`config.mk`:
```
export PLATFORM = sky130hd
export DESIGN_NAME = serv_pc_trace
export DESIGN_NICKNAME = d
export VERILOG_FILES = /design/src/rtl/serv_pc_trace_pkg.sv /design/src/rtl/serv_trace_fifo.sv /design/src/rtl/serv_pc_trace.sv
export SDC_FILE = /design/constraint.sdc
export NUM_CORES = 1
export LEC_CHECK = 0
export ABC_AREA = 0
export CAP_MARGIN = 10
export CORE_MARGIN = 2
export CORE_UTILIZATION = 45
export DETAILED_ROUTE_END_ITERATION = 8
export DONT_BUFFER_PORTS = 1
export MAX_ROUTING_LAYER = met4
export SLEW_MARGIN = 20
export SYNTH_ARGS = -nofsm -noshare
export SYNTH_HDL_FRONTEND = slang
export SYNTH_HIERARCHICAL = 1
export SYNTH_SLANG_ARGS = --single-unit
```
`constraint.sdc`:
```
create_clock -name wb_clk -period 9.99 [get_ports wb_clk]
set_input_delay 1.998 -clock wb_clk [delete_from_list [all_inputs] [get_ports wb_clk]]
set_output_delay 1.998 -clock wb_clk [all_outputs]
set_load 0.005 [all_outputs]
```
`src/rtl/serv_pc_trace_pkg.sv`:
```
`default_nettype none
// ============================================================================
//  Module      : serv_pc_trace_pkg
//  Description : Shared packet type codes and field widths for the PC trace
//                compressor and its FIFO.
//  Revision    : 1.0  initial release
// ============================================================================
package serv_pc_trace_pkg;

  localparam int TYPE_W = 2;
  localparam int ADDR_W = 32;

  // Packet type codes carried on o_pkt_type
  typedef enum logic [TYPE_W-1:0] {
    PKT_START = 2'd0,
    PKT_JUMP  = 2'd1,
    PKT_SEQ   = 2'd2,
    PKT_OVF   = 2'd3
  } pkt_type_e;

  // Packed packet layout is {type, count, addr}, MSB first
  function automatic int pkt_width(input int cnt_w);
    return TYPE_W + cnt_w + ADDR_W;
  endfunction

endpackage
`default_nettype wire

```
`src/rtl/serv_trace_fifo.sv`:
```
`default_nettype none
// ============================================================================
//  Module      : serv_trace_fifo
//  Description : Synchronous first-word-fall-through FIFO. Pointers carry one
//                extra wrap bit so full and empty are told apart without a
//                separate counter. Head data reads as zero while empty.
//  Revision    : 1.0  initial release
// ============================================================================
module serv_trace_fifo #(
  parameter int DEPTH = 8,
  parameter int W     = 50
) (
  input  logic         wb_clk,
  input  logic         wb_rst,
  input  logic         push_i,
  input  logic [W-1:0] data_i,
  input  logic         pop_i,
  output logic [W-1:0] data_o,
  output logic         full_o,
  output logic         empty_o
);

  localparam int AW = $clog2(DEPTH);

  logic [W-1:0]  mem_q [DEPTH];
  logic [AW:0]   wr_ptr_q, wr_ptr_d;
  logic [AW:0]   rd_ptr_q, rd_ptr_d;
  logic          do_push;
  logic          do_pop;

  assign empty_o = (wr_ptr_q == rd_ptr_q);
  assign full_o  = (wr_ptr_q[AW] != rd_ptr_q[AW]) &&
                   (wr_ptr_q[AW-1:0] == rd_ptr_q[AW-1:0]);

  // A push into a full FIFO is refused even if a pop happens the same cycle
  assign do_push = push_i & ~full_o;
  assign do_pop  = pop_i & ~empty_o;

  assign wr_ptr_d = do_push ? wr_ptr_q + 1'b1 : wr_ptr_q;
  assign rd_ptr_d = do_pop  ? rd_ptr_q + 1'b1 : rd_ptr_q;

  assign data_o = empty_o ? '0 : mem_q[rd_ptr_q[AW-1:0]];

  // Pointer registers, cleared by reset so the queue empties in one cycle
  always_ff @(posedge wb_clk) begin
    if (wb_rst) begin
      wr_ptr_q <= '0;
      rd_ptr_q <= '0;
    end else begin
      wr_ptr_q <= wr_ptr_d;
      rd_ptr_q <= rd_ptr_d;
    end
  end

  // Storage array; contents need no reset because empty masks the head
  always_ff @(posedge wb_clk) begin
    if (do_push) begin
      mem_q[wr_ptr_q[AW-1:0]] <= data_i;
    end
  end

endmodule
`default_nettype wire

```
`src/rtl/serv_pc_trace.sv`:
```
`default_nettype none
// ============================================================================
//  Module      : serv_pc_trace
//  Description : Compresses the instruction-fetch address stream into
//                discontinuity packets (run length + new target), queues them
//                in a small FIFO and reports lost packets with OVF packets.
//  Revision    : 1.0  initial release
// ============================================================================
module serv_pc_trace
  import serv_pc_trace_pkg::*;
#(
  parameter int PC_STEP = 4,
  parameter int DEPTH   = 8,
  parameter int CNT_W   = 16
) (
  input  logic             wb_clk,
  input  logic             wb_rst,
  input  logic             i_en,
  input  logic [31:0]      i_pc_adr,
  input  logic             i_pc_vld,
  output logic             o_pkt_valid,
  input  logic             i_pkt_ready,
  output logic [1:0]       o_pkt_type,
  output logic [CNT_W-1:0] o_pkt_count,
  output logic [31:0]      o_pkt_addr,
  output logic             o_ovf
);

  localparam int PKT_W = pkt_width(CNT_W);

  // Tracker state
  logic             started_q, started_d;
  logic [CNT_W-1:0] run_q, run_d;
  logic [31:0]      last_pc_q, last_pc_d;

  // Overflow state
  logic             ovf_pending_q, ovf_pending_d;
  logic [CNT_W-1:0] drop_cnt_q, drop_cnt_d;
  logic [31:0]      ovf_addr_q, ovf_addr_d;
  logic             ovf_q, ovf_d;

  // Event decode
  logic             evt;
  logic             seq_hit;
  logic [CNT_W-1:0] run_inc;
  logic             emit;
  pkt_type_e        emit_type;
  logic [CNT_W-1:0] emit_cnt;

  // Drop / flush
  logic             drop;
  logic             flush;
  logic [CNT_W-1:0] drop_cnt_eff;
  logic [31:0]      ovf_addr_eff;

  // FIFO interface
  logic             fifo_push;
  logic [PKT_W-1:0] fifo_wdata;
  logic [PKT_W-1:0] fifo_head;
  logic             fifo_full;
  logic             fifo_empty;
  logic             fifo_pop;

  assign evt     = i_en & i_pc_vld;
  assign seq_hit = (i_pc_adr == last_pc_q + 32'(PC_STEP));
  assign run_inc = run_q + CNT_W'(1);

  // Classify the fetch and advance run/last_pc as if the emit always lands
  always_comb begin
    started_d = started_q;
    run_d     = run_q;
    last_pc_d = last_pc_q;
    emit      = 1'b0;
    emit_type = PKT_JUMP;
    emit_cnt  = '0;
    if (evt) begin
      last_pc_d = i_pc_adr;
      if (!started_q) begin
        emit      = 1'b1;
        emit_type = PKT_START;
        started_d = 1'b1;
        run_d     = '0;
      end else if (seq_hit) begin
        if (run_inc == '1) begin
          emit      = 1'b1;
          emit_type = PKT_SEQ;
          emit_cnt  = '1;
          run_d     = '0;
        end else begin
          run_d = run_inc;
        end
      end else begin
        emit      = 1'b1;
        emit_type = PKT_JUMP;
        emit_cnt  = run_q;
        run_d     = '0;
      end
    end
  end

  // Once anything is pending, later events must also drop so order is kept
  assign drop         = emit & (fifo_full | ovf_pending_q);
  assign drop_cnt_eff = (drop && (drop_cnt_q != '1)) ? drop_cnt_q + CNT_W'(1) : drop_cnt_q;
  assign ovf_addr_eff = drop ? i_pc_adr : ovf_addr_q;
  assign flush        = ovf_pending_q & ~fifo_full;

  // Choose the single FIFO write of the cycle and update overflow bookkeeping
  always_comb begin
    fifo_push     = 1'b0;
    fifo_wdata    = {emit_type, emit_cnt, i_pc_adr};
    drop_cnt_d    = drop_cnt_eff;
    ovf_addr_d    = ovf_addr_eff;
    ovf_pending_d = ovf_pending_q | drop;
    ovf_d         = ovf_q | drop;
    if (flush) begin
      fifo_push     = 1'b1;
      fifo_wdata    = {PKT_OVF, drop_cnt_eff, ovf_addr_eff};
      drop_cnt_d    = '0;
      ovf_pending_d = 1'b0;
    end else if (emit && !drop) begin
      fifo_push = 1'b1;
    end
  end

  // State registers with synchronous reset
  always_ff @(posedge wb_clk) begin
    if (wb_rst) begin
      started_q     <= 1'b0;
      run_q         <= '0;
      last_pc_q     <= '0;
      ovf_pending_q <= 1'b0;
      drop_cnt_q    <= '0;
      ovf_addr_q    <= '0;
      ovf_q         <= 1'b0;
    end else begin
      started_q     <= started_d;
      run_q         <= run_d;
      last_pc_q     <= last_pc_d;
      ovf_pending_q <= ovf_pending_d;
      drop_cnt_q    <= drop_cnt_d;
      ovf_addr_q    <= ovf_addr_d;
      ovf_q         <= ovf_d;
    end
  end

  assign fifo_pop = ~fifo_empty & i_pkt_ready;

  serv_trace_fifo #(
    .DEPTH (DEPTH),
    .W     (PKT_W)
  ) u_fifo (
    .wb_clk  (wb_clk),
    .wb_rst  (wb_rst),
    .push_i  (fifo_push),
    .data_i  (fifo_wdata),
    .pop_i   (fifo_pop),
    .data_o  (fifo_head),
    .full_o  (fifo_full),
    .empty_o (fifo_empty)
  );

  assign o_pkt_valid = ~fifo_empty;
  assign o_pkt_type  = fifo_head[PKT_W-1 -: TYPE_W];
  assign o_pkt_count = fifo_head[ADDR_W +: CNT_W];
  assign o_pkt_addr  = fifo_head[ADDR_W-1:0];
  assign o_ovf       = ovf_q;

endmodule
`default_nettype wire

```
# --- Word-level counts from Yosys, hierarchy flattened ---
# Memory sizes are Yosys's and may differ from the RTL's. A register that Yosys moved wholly into a read port is not among the register bits.
# Cells that the tools add are included.
totals:
  register_bits: 107
  latch_bits: 0
  ramBits: 400
  rom_bits: 0
  wordCells: 62
  memories: 1
memory_table:
  columns: ["name", "depth", "width", "read_ports", "rd_clocked_by_memory_dff", "wr", "line", "source"]
  rows:
  - ["u_fifo.mem_q", 8, 50, 1, 1, 1, "serv_trace_fifo.sv:25", "logic [W-1:0] mem_q [DEPTH];"]
classes:
  addsub: 5
  n_mul: 0
  n_div: 0
  magnitude_cmp: 0
  n_eq_ne: 6
  n_shift: 0
  muxes: 25
  n_bitwise: 11
  reduce_logical: 5
op_table:
  columns: ["cell", "n"]
  rows:
  - ["$mux 16", 8]
  - ["$mux 50", 2]
  - ["$add 16x1->16 const B", 2]
  - ["$add 32x3->32 const B", 1]
  - ["$eq 32x32->1", 1]
  - ["$mux 32", 1]
  - ["$eq 16x16->1 const B", 1]
  - ["$ne 16x16->1 const B", 1]
  - ["$add 4x1->4 const B", 2]
  - ["$mux 1", 8]
  - ["$mux 2", 4]
  - ["$and 1x1->1", 6]
  - ["$mux 3", 2]
  - ["$eq 4x4->1", 1]
  - ["$eq 3x3->1", 1]
  - ["$logic_and 1x1->1", 3]
  - ["$or 1x1->1", 3]
  - ["$not 1->1", 2]
  - ["$reduce_or 2->1", 1]
  - ["$logic_not 1->1", 1]
  - ["$ne 1x1->1", 1]

# --- Depth between registers and ports, before layout ---
# Gate-level depths: netlist of the first run.
depth:
  depth_word: 14
  depth_mapped: 17
  mapped_depth_nobuf: 14

# --- Hierarchy ---
# Netlist of the first run, hierarchy kept.
by_module_without_submodules:
  columns: ["mod", "instances", "cells_each", "area_each_um2", "seq_area_each_um2"]
  rows:
  - ["serv_trace_fifo", 1, 717, 15881.5, 12231.7]
  - ["serv_pc_trace", 1, 748, 5948.2, 1981.9]

# --- Least setup slack after synthesis of the first run ---
# OpenSTA, ideal clock, no wires.
synth_timing:
  kind: "input to register"
  start: "input i_pc_adr[10]"
  end: "memory u_fifo.mem_q[5][0], enable pin"
  setup_ps: 599
  t_arrival_ps: 8906
  required_ps: 9391
  slack_ps: 485
  path_stages: 13
  n_path_buf: 2
  cell_sequence: "xor2_1 > a2111oi_0 > nor3_1 > and4bb_1 > nand3_1 > nor4b_2 > buf_4 > buf_2 > nor2_1 > nor2_1 > nor2_1 > nand2_1 > nor4b_1"
synth_between:
  elab_chain_cells: 12
synth_lines:
  columns: ["element", "line", "source"]
  rows:
  - ["start: declaration", "serv_pc_trace.sv:19", "input logic [31:0] i_pc_adr,"]
  - ["$eq 32x32->1 *", "serv_pc_trace.sv:65", "assign seq_hit = (i_pc_adr == last_pc_q + 32'(PC_STEP));"]
  - ["$mux 1 *", "serv_pc_trace.sv:83", "end else if (seq_hit) begin"]
  - ["$mux 1 *", "serv_pc_trace.sv:78", "if (!started_q) begin"]
  - ["$mux 1 *", "serv_pc_trace.sv:76", "if (evt) begin"]
  - ["$and 1x1->1", "serv_pc_trace.sv:102", "assign drop = emit & (fifo_full | ovf_pending_q);"]
  - ["$logic_not 1->1", "serv_pc_trace.sv:120", "end else if (emit && !drop) begin"]
  - ["$logic_and 1x1->1 *", "serv_pc_trace.sv:120", null]
  - ["$mux 1 *", "serv_pc_trace.sv:120", null]
  - ["$mux 1 *", "serv_pc_trace.sv:115", "if (flush) begin"]
  - ["named net fifo_push", "serv_pc_trace.sv:57", "logic fifo_push;"]
  - ["$and 1x1->1 *", "serv_trace_fifo.sv:36", "assign do_push = push_i & ~full_o;"]
  - ["$mux 1 *", "serv_trace_fifo.sv:57", "if (do_push) begin"]
  - ["$mux 1 (not written as such) *", "serv_trace_fifo.sv:58", "mem_q[wr_ptr_q[AW-1:0]] <= data_i;"]
  - ["end: declaration", "serv_trace_fifo.sv:25", null]
# The timed path passes the listed nets; every way through them passes the cells marked *.

# --- Final worst setup path of the first run ---
layout_timing:
  start: "register run_q[3]"
  end: "memory u_fifo.mem_q[7][41], enable pin"
layout_between:
  elab_chain_cells: 14
layout_lines:
  columns: ["element", "line", "source"]
  rows:
  - ["start: declaration", "serv_pc_trace.sv:33", "logic [CNT_W-1:0] run_q, run_d;"]
  - ["start signal: assignment", "serv_pc_trace.sv:137", "run_q <= run_d;"]
  - ["$add 16x1->16 *", "serv_pc_trace.sv:66", "assign run_inc = run_q + CNT_W'(1);"]
  - ["$eq 16x16->1 *", "serv_pc_trace.sv:84", "if (run_inc == '1) begin"]
  - ["$mux 1 *", "serv_pc_trace.sv:84", null]
  - ["$mux 1 *", "serv_pc_trace.sv:83", null]
  - ["$mux 1 *", "serv_pc_trace.sv:78", null]
  - ["$mux 1 *", "serv_pc_trace.sv:76", null]
  - ["$and 1x1->1", "serv_pc_trace.sv:102", null]
  - ["$logic_not 1->1", "serv_pc_trace.sv:120", null]
  - ["$logic_and 1x1->1 *", "serv_pc_trace.sv:120", null]
  - ["$mux 1 *", "serv_pc_trace.sv:120", null]
  - ["$mux 1 *", "serv_pc_trace.sv:115", null]
  - ["named net fifo_push", "serv_pc_trace.sv:57", null]
  - ["$and 1x1->1 *", "serv_trace_fifo.sv:36", null]
  - ["$mux 1 *", "serv_trace_fifo.sv:57", null]
  - ["$mux 1 (not written as such) *", "serv_trace_fifo.sv:58", null]
# Marked as above.

==> qor.csv, run 1 <==
stage,metric,value,unit
run_status,status,completed,
setup_path,Crit Path Category,reg2reg,
global_route,vias in the first global route,12170,
yosys,post-synth cell types,67,
clocking,Max Buffers Root-to-Sink,3,
setup_path,WP data arrival,5.66,ns
global_route,initial antenna violation count,1,
yosys,fraction of registers with async set/reset,0,%
timing,Max Freq,183.7,MHz
timing,Pins Over Slew Limit,0,
timing,Worst Slack Setup Final,4.545,ns
route,final wirelength,48860,um
timing,Worst Clk Skew,0.01104,ns
global_route,first-pass GRT wire length,74950,um
timing,Max-Slew Margin vs Limit,36.22,%
setup_path,Startpoint Class,flop,
setup_path,critical path capture point type,flop,
setup_path,Setup crit start,run_q[3],
floorplan,Initial Util,45.62,%
floorplan,row cnt,80,
setup_path,CP Max Fanout,30,
clocking,clock sink count,510,
place,Post-DP HPWL,28770,um
power,Max IR drop VDD,0.00009890,V
floorplan,Die Y,224.3,um
timing,post-route clock period utilization,54.50,%
floorplan,core area,47850,sq um
finish,# nets final,1505,
timing,Final min period,5.445,ns
timing,Final Hold Viols,0,
floorplan,Die Width,224.3,um
worst_hold_path,critical hold path startpoint,last_pc_q[1],
clocking,clock root buffer master,clkbuf_16,
route,1st-pass router iterations,5,
route,initial drt markers,819,
power,Comb pwr share,3.9,%
place,DP Worst Slack,4.123,ns
power,switching power,0.8945,mW
clocking,worst skew pair latency,0.59,ns
route,routed len/inst,23.05,um
timing,RSZ-0062 raised after global routing,false,
power,Sw Share,20.52,%
floorplan,IO Pins,89,
global_route,GRT overflow,0,
route,Vias,12170,
setup_path,Reg2Reg Launch Point,run_q[3],
timing,Least-Margin Pin Slew,0.9568,ns
place,port bufs,0,
yosys,Seq cells post-synth,510,
setup_path,Worst Path Required,10.20,ns
power,Reg power frac,53.2,%
yosys,number of synthesized flops with an enable pin,400,
finish,"commonest cells after routing, fill and taps aside","edfxtp_1 (400), nor2_1 (132), dfxtp_1 (107)",
yosys,"Seq/Total Area, Yosys",65.11,%
yosys,Yosys Warn Count,6,
clocking,cts-stage hold buffer count,0,
clocking,clock-pin slew on the worst setup and hold paths,0.06,ns
yosys,synthesized cell area,21830,sq um
clocking,htree depth,2,
power,Pint,3.464,mW
global_route,pin count of the biggest net entering global routing,96,
route,Avg Vias per Cell,5.739,
clocking,CTS buffer count,52,
clocking,# Post-CTS Setup Buffers,0,
finish,fin cells,2120,
floorplan,Die Area,50290,sq um
clocking,CTS resizes,0,
finish,"commonest non-fill, non-tap cell in the layout",edfxtp_1,
place,Inst Count DP,2023,
clocking,CTS tree,built,
power,Clock Power Share,42.9,%
global_route,GRT Overall Usage,20.38,%
place,Final GP Congestion,0.8064,
job,Max-cap violations,0,
route,Routed Antenna Nets,0,
timing,setup_tns,0,ns
route,drt drc,0,
yosys,Syn Area/Cell,14.90,sq um
finish,fraction of layout cells with a size suffix above 1,17.49,%
power,Pleak,7.196,nW
worst_hold_path,HP Class,reg2reg,
timing,final setup violation count,0,
yosys,Main synth FF type,edfxtp_1,
finish,Layout area overhead,10.76,%
yosys,Cells after Synth,1465,
power,Power Density,180.2,nW/um^2
yosys,Post-Syn Nets,1508,
[cell type report]
class | count | area (sq um)
tap | 615 | 769.5
fill | 4014 | 23670
clock inverter | 20 | 175.2
sequential | 510 | 14220
timing repair buffer | 27 | 202.7
antenna | 1 | 2.502
clock buffer | 76 | 1473
multi-input combinational | 860 | 7291
inverter | 11 | 41.29
[synthesized netlist by cell type, types with 5 or more instances]
| master | n | area share [%] |
|---|---|---|
| edfxtp_1 | 400 | 55 |
| nor2_1 | 133 | 2.3 |
| dfxtp_1 | 110 | 10 |
| nand2_1 | 104 | 1.8 |
| mux4_2 | 100 | 10 |
| mux2i_1 | 89 | 4.1 |
| a21oi_1 | 58 | 1.3 |
| xnor2_1 | 54 | 2.2 |
| clkbuf_1 | 39 | 0.67 |
| nand3_1 | 35 | 0.80 |
| buf_2 | 34 | 0.78 |
| mux2_2 | 30 | 1.5 |
| nor3_1 | 24 | 0.55 |
| o21ai_0 | 22 | 0.50 |
| nand4_1 | 20 | 0.57 |
| xor2_1 | 19 | 0.76 |
| nand2b_1 | 14 | 0.40 |
| nor2b_1 | 13 | 0.37 |
| nor4_1 | 13 | 0.37 |
| inv_1 | 11 | 0.19 |
| and3_1 | 9 | 0.26 |
| mux2_1 | 9 | 0.46 |
| nor3b_1 | 9 | 0.31 |
| buf_1 | 7 | 0.12 |
| o211ai_1 | 7 | 0.24 |
| ha_1 | 6 | 0.34 |
| nor4b_1 | 6 | 0.24 |
| or3_1 | 6 | 0.17 |
| a21o_1 | 5 | 0.17 |
| a31oi_1 | 5 | 0.14 |
| and4_1 | 5 | 0.20 |
| o21a_1 | 5 | 0.17 |
| o22ai_1 | 5 | 0.14 |
[sequential cells by signal, indices dropped and copies added (netlist names), named ones only]
name and count:
ovf_addr_q 32, u_fifo/mem_q 400, u_fifo/rd_ptr_q 4, drop_cnt_q 16, u_fifo/wr_ptr_q 4, started_q 1
ovf_pending_q 1, last_pc_q 32, o_ovf 1, run_q 16
[worst max-delay path: stages (launching register included)]
cell and delay [ns]:
dfxtp_1 0.52, nand3_1 0.18, nor2_1 0.56, nand3_1 0.26, xnor2_1 0.27, o211ai_1 0.13
or4b_1 0.59, nor4b_4 0.16, buf_4 0.27, nor2_1 0.13, nor2_1 0.06, nor2_1 0.28
nand4_1 0.26, nor2_4 0.76, buf_4 0.61
[path summary, 6_finish.rpt]
check	to	slack (ns)	cells after the start
max	u_fifo/mem_q[7][41]	4.55	14
max reg2reg	u_fifo/mem_q[7][41]	4.55	14
min reg2reg	last_pc_q[1]	0.47	2
min	last_pc_q[1]	0.47	2
[metal layers]
metal,global-route usage [%],up-vias,share of wire [%]
li1,-,5607,-
met1,27.36,6212,45
met2,31.78,283,47
met3,4.507,64,5.8
met4,5.255,0,2.0
met5,-,-,0
[logic make-up (layout without fill, tap and decap cells)]
| kind of cell | after synthesis | in the layout | synth area share, % |
|---|---|---|---|
| compound gates | 133 | 133 | 3.743 |
| xor+xnor | 74 | 74 | 3.003 |
| mux | 228 | 228 | 16.41 |
| flops | 510 | 510 | 65.11 |
| buf+inv | 95 | 134 | 1.903 |
| other cells | 0 | 1 | 0 |
| simple gates | 419 | 419 | 9.486 |
| fa+ha+maj | 6 | 6 | 0.3439 |
[stage by stage]
step,utilization [%],power [mW],hold slack (ns),cell area [sq um]
floorplan,-,2.493,0.4488,21830
global placement,47.08,2.532,0.4514,22530
detailed placement,47.08,2.537,0.4621,22530
CTS,50.52,4.408,0.4697,24170
global route,50.54,4.502,0.5058,24180
finish,50.54,4.358,0.4717,24180
[power by group through the flow]
stage	clock network (mW)	registers, mW	logic (mW)
after detailed placement	0	2.36	0.173
final	1.87	2.32	0.168
after floorplan	0	2.36	0.135
after global placement	0	2.36	0.170
after global routing	1.99	2.32	0.188
after CTS	1.92	2.32	0.174
Note: power is estimated with default switching activity, not from simulation.
==> inputs of run 2 (changes only) <==
clock period = 4.5 ns   (was 9.99 ns; I/O delays follow)
==> qor.csv, run 2 (synthesized netlist as in run 1, its figures left out) <==
stage,metric,value,unit,change
run_status,status,completed,,
timing,RSZ-0062 raised after global routing,false,,
route,1st-pass router iterations,5,,unchanged
power,Max IR drop VDD,0.0002614,V,+160%
timing,setup_tns,0,ns,unchanged
power,Comb pwr share,4.1,%,+0.2 points
timing,Pins Over Slew Limit,0,,unchanged
finish,"Design Area, Final",24780,sq um,+2.5%
setup_path,WP data arrival,4.45,ns,-1.21 ns
finish,fraction of layout cells with a size suffix above 1,19.99,%,+2.5 points
setup_path,R2R depth,14,,unchanged
setup_path,Worst Path Required,4.78,ns,-5.42 ns
place,Area after DPL,23070,sq um,+2.4%
route,routed len/inst,23.68,um,+2.8%
setup_path,Critical-path top delay cell,or4b_1,,
floorplan,row cnt,80,,unchanged
global_route,vias in the first global route,12640,,+3.9%
floorplan,Die Area,50290,sq um,unchanged
global_route,initial antenna violation count,3,,+2
clocking,clock-pin slew on the worst setup and hold paths,0.06,ns,about the same
clocking,clock sink count,510,,unchanged
floorplan,IO Pins,89,,unchanged
timing,final setup violation count,0,,unchanged
power,Sw Share,21.19,%,+0.67 points
power,switching power,2.066,mW,+130%
floorplan,core area,47850,sq um,unchanged
setup_path,CP Max Fanout,22,,-27%
setup_path,cells along the critical path,"nand2_1, nor2_2, nand3_1, xnor2_1, o211ai_1, or4b_1, nor4b_4, nor2_1, nor2_1, nor2_1, buf_4, nand4_1, nor2_4, buf_12",,
place,Post-DP HPWL,32280,um,+12%
finish,# nets final,1539,,+2.3%
place,Final GP Congestion,0.8938,,+11%
worst_hold_path,HP Class,in2reg,,
power,Clock Power Share,43.2,%,+0.3 points
timing,Worst Clk Skew,0.03198,ns,+0.02094 ns
worst_hold_path,Hold Path End,run_q[0],,
timing,post-route clock period utilization,92.72,%,+38 points
finish,Layout area overhead,13.50,%,
setup_path,Crit Path Category,reg2reg,,
timing,Final min period,4.173,ns,-1.272 ns
finish,"commonest non-fill, non-tap cell in the layout",edfxtp_1,,
clocking,CTS buffer count,53,,+1.9%
global_route,GRT overflow,0,,unchanged
timing,Max Freq,239.7,MHz,+30%
global_route,first-pass GRT wire length,78460,um,+4.7%
finish,"commonest cells after routing, fill and taps aside","edfxtp_1 (400), nor2_1 (130), nand2_1 (103)",,
timing,Final Hold Viols,0,,unchanged
power,Power Density,393.6,nW/um^2,+120%
setup_path,flop2flop setup slack,0.33,ns,-4.22 ns
route,Routed Antenna Nets,0,,unchanged
route,Vias,12450,,+2.3%
clocking,worst skew pair latency,0.60,ns,about the same
setup_path,Startpoint Class,flop,,
clocking,CTS tree,built,,
timing,Least-Margin Pin Slew,0.9812,ns,+0.02447 ns
setup_path,Worst path most repeated cell,nor2_1,,
global_route,pin count of the biggest net entering global routing,96,,unchanged
clocking,Max Buffers Root-to-Sink,3,,unchanged
worst_hold_path,critical hold path startpoint,wb_rst,,
setup_path,Reg2Reg Launch Point,run_q[1],,
power,Pleak,7.466,nW,+3.8%
timing,Max-Slew Margin vs Limit,34.58,%,-1.6 points
route,final wirelength,51080,um,+4.5%
route,Avg Vias per Cell,5.770,,+0.54%
clocking,cts-stage hold buffer count,0,,unchanged
floorplan,Die Width,224.3,um,unchanged
power,Reg power frac,52.8,%,-0.4 points
finish,max FFs per register,400,,unchanged
route,initial drt markers,913,,+11%
floorplan,Initial Util,45.62,%,unchanged
floorplan,Die Y,224.3,um,unchanged
setup_path,CP max stage delay,0.60,ns,-0.16 ns
place,port bufs,0,,unchanged
setup_path,worst r2r dst,u_fifo/mem_q[7][0],,
setup_path,critical path capture point type,flop,,
power,Pint,7.685,mW,+120%
clocking,clock root buffer master,clkbuf_16,,
worst_hold_path,Hold Path Depth,1,,-1
job,Max-cap violations,0,,unchanged
route,drt drc,0,,unchanged
clocking,htree depth,2,,unchanged
global_route,GRT Overall Usage,21.39,%,+1.0 points
[run 2: final cells by class]
| class | instances | area (sq um) |
|---|---|---|
| diodes | 1 | 2.502 |
| clock buffers | 68 | 1393 |
| clock inverters | 32 | 281.5 |
| fillers | 3943 | 23070 |
| inverters | 11 | 41.29 |
| multi-input cells | 860 | 7401 |
| flip-flops and latches | 510 | 14240 |
| well taps | 615 | 769.5 |
| repair buffers | 60 | 650.6 |
[run 2: repair_timing]
item                                    4_1_cts  5_1_grt
endpoints found under the setup margin        0      184
setup buffers                                 0        2
gates resized for setup                       0        2
[run 2: worst max-delay path: cells and delay by family (launching register included)]
family                 cells  cell delay [ns]
AND/OR/NAND/NOR           10             2.56
flip-flops                 1             0.46
buffers and inverters      2             0.44
XOR/XNOR                   1             0.24
AO/OA/AOI/OAI              1             0.12
[run 2: worst max path at each step]
stage / start / endpoint / slack [ns] / cells after the start
3_5_place_dp: run_q[1] / u_fifo/mem_q[4][35] / 0.12 / 13
5_1_grt: last_pc_q[13] / u_fifo/mem_q[6][36] / 0.03 / 12
4_1_cts: run_q[1] / u_fifo/mem_q[4][35] / 0.06 / 13
6_report: run_q[1] / u_fifo/mem_q[7][0] / 0.33 / 14
3_3_place_gp: run_q[0] / u_fifo/mem_q[4][35] / 0.12 / 13
2_1_floorplan: last_pc_q[7] / u_fifo/mem_q[0][0] / -1.57 / 15
[run 2: power groups by stage]
stage / Combinational (mW) / Sequential, mW / Clock (mW)
2_1_floorplan: 0.302 / 5.23 / 0
3_3_place_gp: 0.397 / 5.25 / 0
3_5_place_dp: 0.402 / 5.25 / 0
4_1_cts: 0.403 / 5.15 / 4.31
5_1_grt: 0.435 / 5.15 / 4.49
6_report: 0.395 / 5.15 / 4.21
[run 2: metal layers]
layer | wire [um] | track usage [%] | part of all wire (%) | vias to the layer above
met1 | 23170 | 29.44 | 45 | 6393
met3 | 3289 | 5.029 | 6.4 | 67
li1 | - | - | - | 5684
met4 | 822 | 4.337 | 1.6 | 0
met5 | 0 | - | 0 | -
met2 | 23800 | 32.85 | 47 | 301
[run 2: stage by stage]
step | cells | hold slack, ns | power, mW | setup slack [ns] | utilization (%)
floorplan | 1465 | 0.4488 | 5.534 | -1.573 | -
global placement | 2054 | 0.4531 | 5.643 | 0.1239 | 48.22
detailed placement | 2054 | 0.4621 | 5.651 | 0.1159 | 48.22
CTS | 2154 | 0.3481 | 9.864 | 0.06361 | 51.72
global route | 2157 | 0.3363 | 10.08 | 0.02948 | 51.78
finish | 2157 | 0.3824 | 9.751 | 0.3274 | 51.78
==> inputs of run 3 (changes only) <==
REMOVE_ABC_BUFFERS = 1   (was not set)
==> qor.csv, run 3 (synthesized netlist as in run 1, its figures left out) <==
stage,metric,value,unit,change
run_status,status,completed,,
route,routed len/inst,23.68,um,about the same
timing,Least-Margin Pin Slew,1.126,ns,+0.1451 ns
route,1st-pass router iterations,5,,unchanged
worst_hold_path,HP Class,in2reg,,
setup_path,Crit Path Category,reg2reg,,
worst_hold_path,Hold Path Depth,1,,unchanged
clocking,clock root buffer master,clkbuf_16,,
place,Inst Count DP,2052,,-0.097%
place,port bufs,0,,unchanged
clocking,htree depth,2,,unchanged
route,Max Used Layer,met4,,
timing,post-route clock period utilization,93.21,%,+0.48 points
finish,fillers,3959,,+0.41%
timing,Worst Clk Skew,0.02757,ns,-0.004409 ns
route,met3 routed WL,2264,um,-31%
place,Final GP Congestion,0.8612,,-3.6%
place,Post-DP HPWL,31490,um,-2.4%
setup_path,worst r2r dst,u_fifo/mem_q[7][6],,
setup_path,critical path capture point type,flop,,
route,Vias,12500,,+0.43%
global_route,first-pass GRT wire length,78400,um,about the same
finish,"commonest non-fill, non-tap cell in the layout",edfxtp_1,,
clocking,CTS tree,built,,
setup_path,Critical-path top delay cell,nor4b_4,,
timing,worst hold slack,0.4117,ns,+0.02937 ns
setup_path,Worst Path Required,4.78,ns,about the same
route,metal2 WL,24300,um,+2.1%
route,initial drt markers,1105,,+21%
timing,RSZ-0062 raised after global routing,false,,
setup_path,flop2flop setup slack,0.31,ns,-0.02 ns
clocking,Max Buffers Root-to-Sink,3,,unchanged
setup_path,Reg2Reg Launch Point,last_pc_q[2],,
global_route,initial antenna violation count,0,,-3
job,Max-cap violations,0,,unchanged
floorplan,Die Area,50290,sq um,unchanged
clocking,clock-pin slew on the worst setup and hold paths,0.06,ns,about the same
clocking,CTS buffer count,53,,unchanged
global_route,vias in the first global route,12660,,+0.19%
finish,max FFs per register,400,,unchanged
global_route,GRT overflow,0,,unchanged
clocking,clock sink count,510,,unchanged
floorplan,Die Width,224.3,um,unchanged
timing,final setup violation count,0,,unchanged
finish,ANT cells,0,,-1
floorplan,IO Pins,89,,unchanged
route,Routed Antenna Nets,0,,unchanged
worst_hold_path,critical hold path startpoint,wb_rst,,
timing,Pins Over Slew Limit,0,,unchanged
place,DP Worst Slack,0.02847,ns,-0.08738 ns
finish,# nets final,1536,,-0.19%
floorplan,Initial Util,45.62,%,unchanged
finish,Layout area overhead,13.65,%,
floorplan,core area,47850,sq um,unchanged
finish,fin cells,2151,,-0.28%
timing,Final min period,4.194,ns,+0.02172 ns
global_route,pin count of the biggest net entering global routing,96,,unchanged
floorplan,Die Y,224.3,um,unchanged
setup_path,CP Max Fanout,21,,-4.5%
clocking,# Post-CTS Setup Buffers,0,,unchanged
route,met1 wire length,23650,um,+2.1%
timing,Max-Slew Margin vs Limit,24.76,%,-9.8 points
power,Pleak,7.507,nW,+0.55%
route,Avg Vias per Cell,5.810,,+0.71%
global_route,GRT Overall Usage,21.31,%,-0.078 points
power,Power Density,404.4,nW/um^2,+2.7%
setup_path,WP data arrival,4.48,ns,+0.03 ns
clocking,worst skew pair latency,0.59,ns,about the same
setup_path,R2R depth,12,,-2
setup_path,cells along the critical path,"ha_1, nand4_1, or3_1, nor4_2, xnor2_1, and4bb_1, nand3_1, nor4b_4, buf_4, o21ai_4, buf_12, mux2_1",,
route,final wirelength,50950,um,-0.26%
finish,fraction of layout cells with a size suffix above 1,19.53,%,-0.46 points
power,Max IR drop VDD,0.0003308,V,+27%
floorplan,row cnt,80,,unchanged
timing,Max Freq,238.4,MHz,-0.52%
setup_path,Startpoint Class,flop,,
finish,"commonest cells after routing, fill and taps aside","edfxtp_1 (400), nor2_1 (132), dfxtp_1 (107)",,
worst_hold_path,Hold Path End,o_ovf,,
setup_path,CP max stage delay,0.52,ns,-0.08 ns
timing,Final Hold Viols,0,,unchanged
route,drt drc,0,,unchanged
timing,Worst Slack Setup Final,0.3057,ns,-0.02172 ns
-- run 3: changes by cell type in the layout (fill, tap and decap cells not counted), moves of 4 or more --
cell | previous run | this run
buf_4 | 44 | 39
clkbuf_8 | 1 | 8
clkinv_2 | 12 | 8
dfxtp_1 | 101 | 107
dfxtp_2 | 4 | 0
nor4_2 | 1 | 5
nor4_4 | 5 | 1
o21ai_0 | 21 | 14
o21ai_1 | 2 | 9
-- run 3: worst max-delay path by stage --
stage / from / end / slack, ns / cells past startpoint
after floorplan: run_q[3] / u_fifo/mem_q[5][0] / -4.13 / 12
after global placement: i_pc_adr[2] / u_fifo/mem_q[2][47] / 0.07 / 11
after detailed placement: i_pc_adr[1] / u_fifo/mem_q[3][47] / 0.03 / 11
after CTS: last_pc_q[2] / u_fifo/mem_q[7][31] / 0.05 / 14
after global routing: last_pc_q[2] / u_fifo/mem_q[0][35] / 0.01 / 13
final: last_pc_q[2] / u_fifo/mem_q[7][6] / 0.31 / 12
-- run 3: what timing repair did --
action	CTS	global route
hold endpoints to repair	0	0
endpoints found under the setup margin	0	88
hold buffers	0	0
gates resized for setup	0	11
-- run 3: report_power, final --
part / switching (mW) / total [mW] / leakage (nW) / internal (mW)
Combinational: 0.239 / 0.396 / 2.22 / 0.157
Clock: 1.78 / 4.49 / 0.887 / 2.71
Sequential: 0.0376 / 5.15 / 4.40 / 5.11
Total: 2.06 / 10.0 / 7.51 / 7.97
-- run 3: critical path: cells and delay by family, from the launching register on --
kind	cells	cell delay, ns
flops	1	0.43
compound gates	1	0.11
fa+ha+maj	1	0.29
simple gates	6	2.02
mux	1	0.45
buf+inv	2	0.45
xor+xnor	1	0.12
-- run 3: layer usage --
layer | GRT usage, % | vias up
met1 | 29.86 | 6509
li1 | - | 5671
met4 | 3.909 | 0
met5 | - | -
met3 | 3.436 | 65
met2 | 33.51 | 253
-- run 3: layout make-up --
type	instances	area [sq um]	share of cell area [%]
multi-input combinational	860	7306	29.45
clock buffer	74	1528	6.158
tap	615	769.5	3.102
timing repair buffer	57	660.6	2.663
inverter	11	41.29	0.1664
clock inverter	24	279.0	1.125
sequential	510	14220	57.34
-- run 3: per-stage QoR --
stage / utilization (%) / setup TNS (ns) / area [sq um] / power, mW
final: 51.85 / 0 / 24810 / 10.03
after global routing: 51.85 / 0 / 24810 / 10.36
after CTS: 51.75 / 0 / 24760 / 10.14
after detailed placement: 47.98 / 0 / 22960 / 5.652
after global placement: 47.98 / 0 / 22960 / 5.644
after floorplan: - / -1591.76 / 21460 / 5.522
